<file path="config.mk">
export PLATFORM = sky130hd
export DESIGN_NAME = pc_sequencer
export DESIGN_NICKNAME = d
export VERILOG_FILES = /design/src/rtl/pc_sequencer.sv
export SDC_FILE = /design/constraint.sdc
export NUM_CORES = 1
export LEC_CHECK = 0
export ABC_AREA = 0
export CORE_MARGIN = 2
export CORE_UTILIZATION = 51
export CTS_CLUSTER_SIZE = 30
export DETAILED_ROUTE_END_ITERATION = 7
export PLACE_DENSITY = 0.87
export RECOVER_POWER = 100
export SLEW_MARGIN = 40
export SYNTH_ARGS = -nofsm -noshare
export SYNTH_HDL_FRONTEND = slang
export SYNTH_SLANG_ARGS = --single-unit
</file>
<file path="constraint.sdc">
create_clock -name clk -period 3.9 [get_ports clk]
set_input_delay 0.975 -clock clk [delete_from_list [all_inputs] [get_ports clk]]
set_output_delay 0.975 -clock clk [all_outputs]
set_load 0.01 [all_outputs]
</file>
<file path="src/rtl/pc_sequencer.sv">
// Instruction issue sequencer: fetches from a program ROM addressed by the pc block, handles WAIT/HALT/MUL.
// Optional macro MUL_STALL_EN: MUL takes a two-cycle RUN->STALL->RUN path instead of issuing in one cycle.
module pc_sequencer #(
   parameter int Psize = 6,
   parameter int Isize = 24
) (
   input  logic             clk,
   input  logic             rst,
   input  logic             go,
   input  logic [Psize-1:0] PCout,
   output logic [Psize-1:0] prog_addr,
   input  logic [Isize-1:0] prog_data,
   output logic             PCincr,
   input  logic             in_valid,
   output logic             in_ready,
   output logic [Isize-1:0] instr_out,
   output logic             instr_valid,
   output logic             halted
);

   typedef enum logic [1:0] {
      S_IDLE  = 2'd0,
      S_RUN   = 2'd1,
      S_STALL = 2'd2,
      S_HALT  = 2'd3
   } state_t;

   localparam logic [2:0] OP_MUL  = 3'b101;
   localparam logic [2:0] OP_WAIT = 3'b110;
   localparam logic [2:0] OP_HALT = 3'b111;

   state_t           state_q, state_d;
   logic [Isize-1:0] instr_q, instr_d;
   logic             valid_q, valid_d;
   logic             halted_q, halted_d;
   logic             issue;
   logic [2:0]       opcode;

   assign opcode    = prog_data[Isize-1:Isize-3];
   assign prog_addr = PCout;

   always_comb begin
      state_d  = state_q;
      issue    = 1'b0;
      PCincr   = 1'b0;
      in_ready = 1'b0;
      case (state_q)
         S_IDLE: begin
            if (go) state_d = S_RUN;
         end
         S_RUN: begin
            case (opcode)
               OP_WAIT: begin
                  // Stay on this instruction until the external handshake arrives.
                  in_ready = 1'b1;
                  if (in_valid) begin
                     issue  = 1'b1;
                     PCincr = 1'b1;
                  end
               end
               OP_HALT: begin
                  issue   = 1'b1;
                  state_d = S_HALT;
               end
`ifdef MUL_STALL_EN
               OP_MUL: begin
                  state_d = S_STALL;
               end
`endif
               default: begin
                  issue  = 1'b1;
                  PCincr = 1'b1;
               end
            endcase
         end
         S_STALL: begin
            // Second cycle of a MUL; only reachable when the stall build is selected.
            issue   = 1'b1;
            PCincr  = 1'b1;
            state_d = S_RUN;
         end
         S_HALT: begin
            state_d = S_HALT;
         end
         default: begin
            state_d = S_IDLE;
         end
      endcase
      instr_d  = issue ? prog_data : instr_q;
      valid_d  = issue;
      halted_d = (state_d == S_HALT);
   end

   always_ff @(posedge clk or negedge rst) begin
      if (!rst) begin
         state_q  <= S_IDLE;
         instr_q  <= '0;
         valid_q  <= 1'b0;
         halted_q <= 1'b0;
      end else begin
         state_q  <= state_d;
         instr_q  <= instr_d;
         valid_q  <= valid_d;
         halted_q <= halted_d;
      end
   end

   assign instr_out   = instr_q;
   assign instr_valid = valid_q;
   assign halted      = halted_q;

endmodule
</file>
==> impl_metrics.csv <==
group,metric,value,unit
power,p_leak,0.721,nW
power,vdd.ir_drop.worst,0.186,mV
route,drt_iter0_drc,116,
synth,syn_nets,240,
power,fin_total_pwr,0.000912,W
clocking,cts_tree,"built",
timing,drv_slew,29,
clocking,ctsHtreeMaxLevel,1,
placed_design,pre_cts_ws,476,ps
route,first_pass_iters,4,
worst_setup_path,path_class,"input pin to primary output",
worst_setup_path,critical-path-max-stage-delay,620,ps
worst_setup_path,path_max_fanout,6,
die,fp.dieArea,4740,um^2
synth,synth_area,2140,um^2
global_routing,grt_pass1_vias,1532,
synth,ys_ff_latch,28,
synth,ys_warn_count,0,
timing,layout_setup_ws,413,ps
timing,fin_crit,3490,ps
die,floorplan.initialDensity,53.2,%
final_layout,drive_above_1_share,14.5,%
die,core_area,4030,um^2
clocking,post-cts-setup-buffer-count,0,
timing,clock.fmax,287,MHz
route,viasPerCell,6.03,
timing,period_share,89.4,%
final_layout,nNetsFinal,280,
timing,rsz0062_at_grt,"no",
synth,syn_inst,202,
run_status,status,"finished with violations",
synth,synth_area_per_cell,10.6,um^2
worst_setup_path,crit_required,2920,ps
run_status,violations,"capacitance limit, slew limit",
global_routing,grt_overflow,0,
job,drv_cap,1,
timing,hold_viol,0,
die,boundaryPins,68,
timing,finalHoldWorstSlack,572,ps
clocking,numCtsBuffers,3,
placed_design,io_buffers,55,
worst_setup_path,regToRegSetupSlack,1790,ps
placed_design,gp_congestion,0.821,
route,drt_wl_total,4.77,mm
worst_setup_path,arrival,2510,ps
timing,tightest_slew,1570,ps
clocking,cts_root_buf,"clkbuf_8",
synth,async_reset_ff_share,100,%
placed_design,dp_hpwl,3.00,mm
worst_hold_path,hold_class,"flop to flop",
clocking,cts_sinks,28,
synth,synth_cell_type_count,31,
die,rows,23,
worst_setup_path,worstPathCellList,"dlygate4sd3_1 > a31oi_1 > o21a_1 > dlygate4sd3_1",
power,powerDensity,349,nW/um^2
final_layout,diodes,0,
worst_setup_path,crit_top_cell,"dlygate4sd3_1",
die,dieWidth,68.8,um
clocking,clkLatencyLatePin,290,ps
route,wire_per_inst,16.4,um
timing,setup_tns,0,ps
synth,synth_edf_count,0,
clocking,post_cts_resized,0,
timing,maxSlewHeadroom,-4.65,%
clocking,clkSlewWorstSetupHoldPaths,110,ps
route,vias,1756,
global_routing,antenna_found_initial,0,
timing,setup-violations-final,0,
global_routing,grt_max_degree,53,
global_routing,grt_pass1_wl,7.17,mm
final_layout,utilization,64.9,%
synth,ys_seq_area_share,32.7,%
global_routing,grt_use_total,20.1,%
final_layout,synthToLayoutAreaGrowth,21.9,%
timing,skew,9.29,ps
synth,synth_flop_cell,"dfrtp_1",
final_layout,regArea,701,um^2
clocking,holdBufCountCts,0,
worst_setup_path,cp_slowest_cell,"dlygate4sd3_1",
clocking,clk_path_buf_depth,2,
route,drt.antenna.violating_nets,0,
final_layout,multi_input_area,1160,um^2
worst_setup_path,start_kind,"input pin",
die,die_h,68.8,um
final_layout,fillCellCount,334,
route,drc,0,
worst_setup_path,cp-end-kind,"primary output",
==> per-stage QoR <==
stage / cells / cell area [um^2]
2_1_floorplan: 202 / 2140
3_3_place_gp: 286 / 2630
3_5_place_dp: 286 / 2630
4_1_cts: 290 / 2700
5_1_grt: 291 / 2620
6_report: 291 / 2620
==> registers in the layout, summed over array words and instances, names as in the netlist <==
signal and cells:
state_q 2, halted 1, instr_valid 1, instr_out 24
==> layout make-up <==
| type | instances | area share, % |
|---|---|---|
| multi-input cells | 143 | 44.3 |
| flip-flops and latches | 28 | 26.8 |
| repair buffers | 61 | 23.1 |
| well taps | 50 | 2.39 |
| clock buffers | 3 | 1.58 |
| clock inverters | 1 | 1.15 |
| inverters | 5 | 0.718 |
==> critical path, delay by kind of cell <==
kind	cells	cell delay [ps]
buf+inv	2	1220
compound gates	2	320
==> cell usage after synthesis (3+ instances only) <==
| cell type | number | area share (%) |
|---|---|---|
| buf_4 | 8 | 2.8 |
| a221oi_2 | 20 | 14 |
| o211ai_1 | 3 | 1.1 |
| nor2b_1 | 23 | 6.7 |
| dfrtp_1 | 28 | 33 |
| ha_1 | 4 | 2.3 |
| buf_6 | 5 | 2.6 |
| nand3b_1 | 23 | 8.1 |
| clkbuf_1 | 3 | 0.53 |
| nand3_1 | 24 | 5.6 |
| o211ai_2 | 20 | 12 |
| nand2_1 | 4 | 0.70 |
| buf_2 | 10 | 2.3 |
| inv_1 | 5 | 0.88 |
==> report_power, final <==
group | internal, W | switching (W) | total (W)
registers | 0.000309 | 0.0000192 | 0.000328
logic | 0.000133 | 0.000212 | 0.000345
clock network | 0.000138 | 0.000102 | 0.000239
total | 0.000580 | 0.000333 | 0.000912
==> placed cells by master (no fill, tap or decap), types with 2 or more instances in the layout <==
cell,n
nand3_1,24
a221oi_2,20
o211ai_2,2
and3_1,2
o21a_1,2
a211oi_2,2
nand2b_1,2
dfrtp_1,28
buf_4,3
o211ai_1,21
nand2_1,4
nor3_1,2
clkdlybuf4s50_1,24
nand3b_1,23
clkbuf_8,3
ha_1,4
dlygate4sd3_1,31
nor2b_1,23
inv_1,5
==> cell families after synthesis <==
family                   synth area share, %
AO/OA/AOI/OAI                           30.8
AND/OR/NAND/NOR                         25.0
flip-flops                              32.7
buffers and inverters                   9.16
adder cells (fa/ha/maj)                 2.33
==> metal layers <==
metal	GRT usage, %	up-vias	share of wire, %
met5	0	-	0
met1	27.3	867	47
met2	32.5	39	48
met3	2.76	6	3.5
met4	7.60	0	1.5
li1	-	844	-
==> path summary, 6_finish.rpt <==
| check | start | to | cells past startpoint |
|---|---|---|---|
| max | prog_data[23] | PCincr | 4 |
| max in group asynchronous | rst | instr_out[5] | 2 |
| min reg2reg | instr_out[2] | instr_out[2] | 2 |
| min in group asynchronous | rst | instr_out[13] | 2 |
| max reg2reg | state_q[1] | instr_out[9] | 6 |
| min | instr_out[2] | instr_out[2] | 2 |
Note: power is estimated with default switching activity, not from simulation.
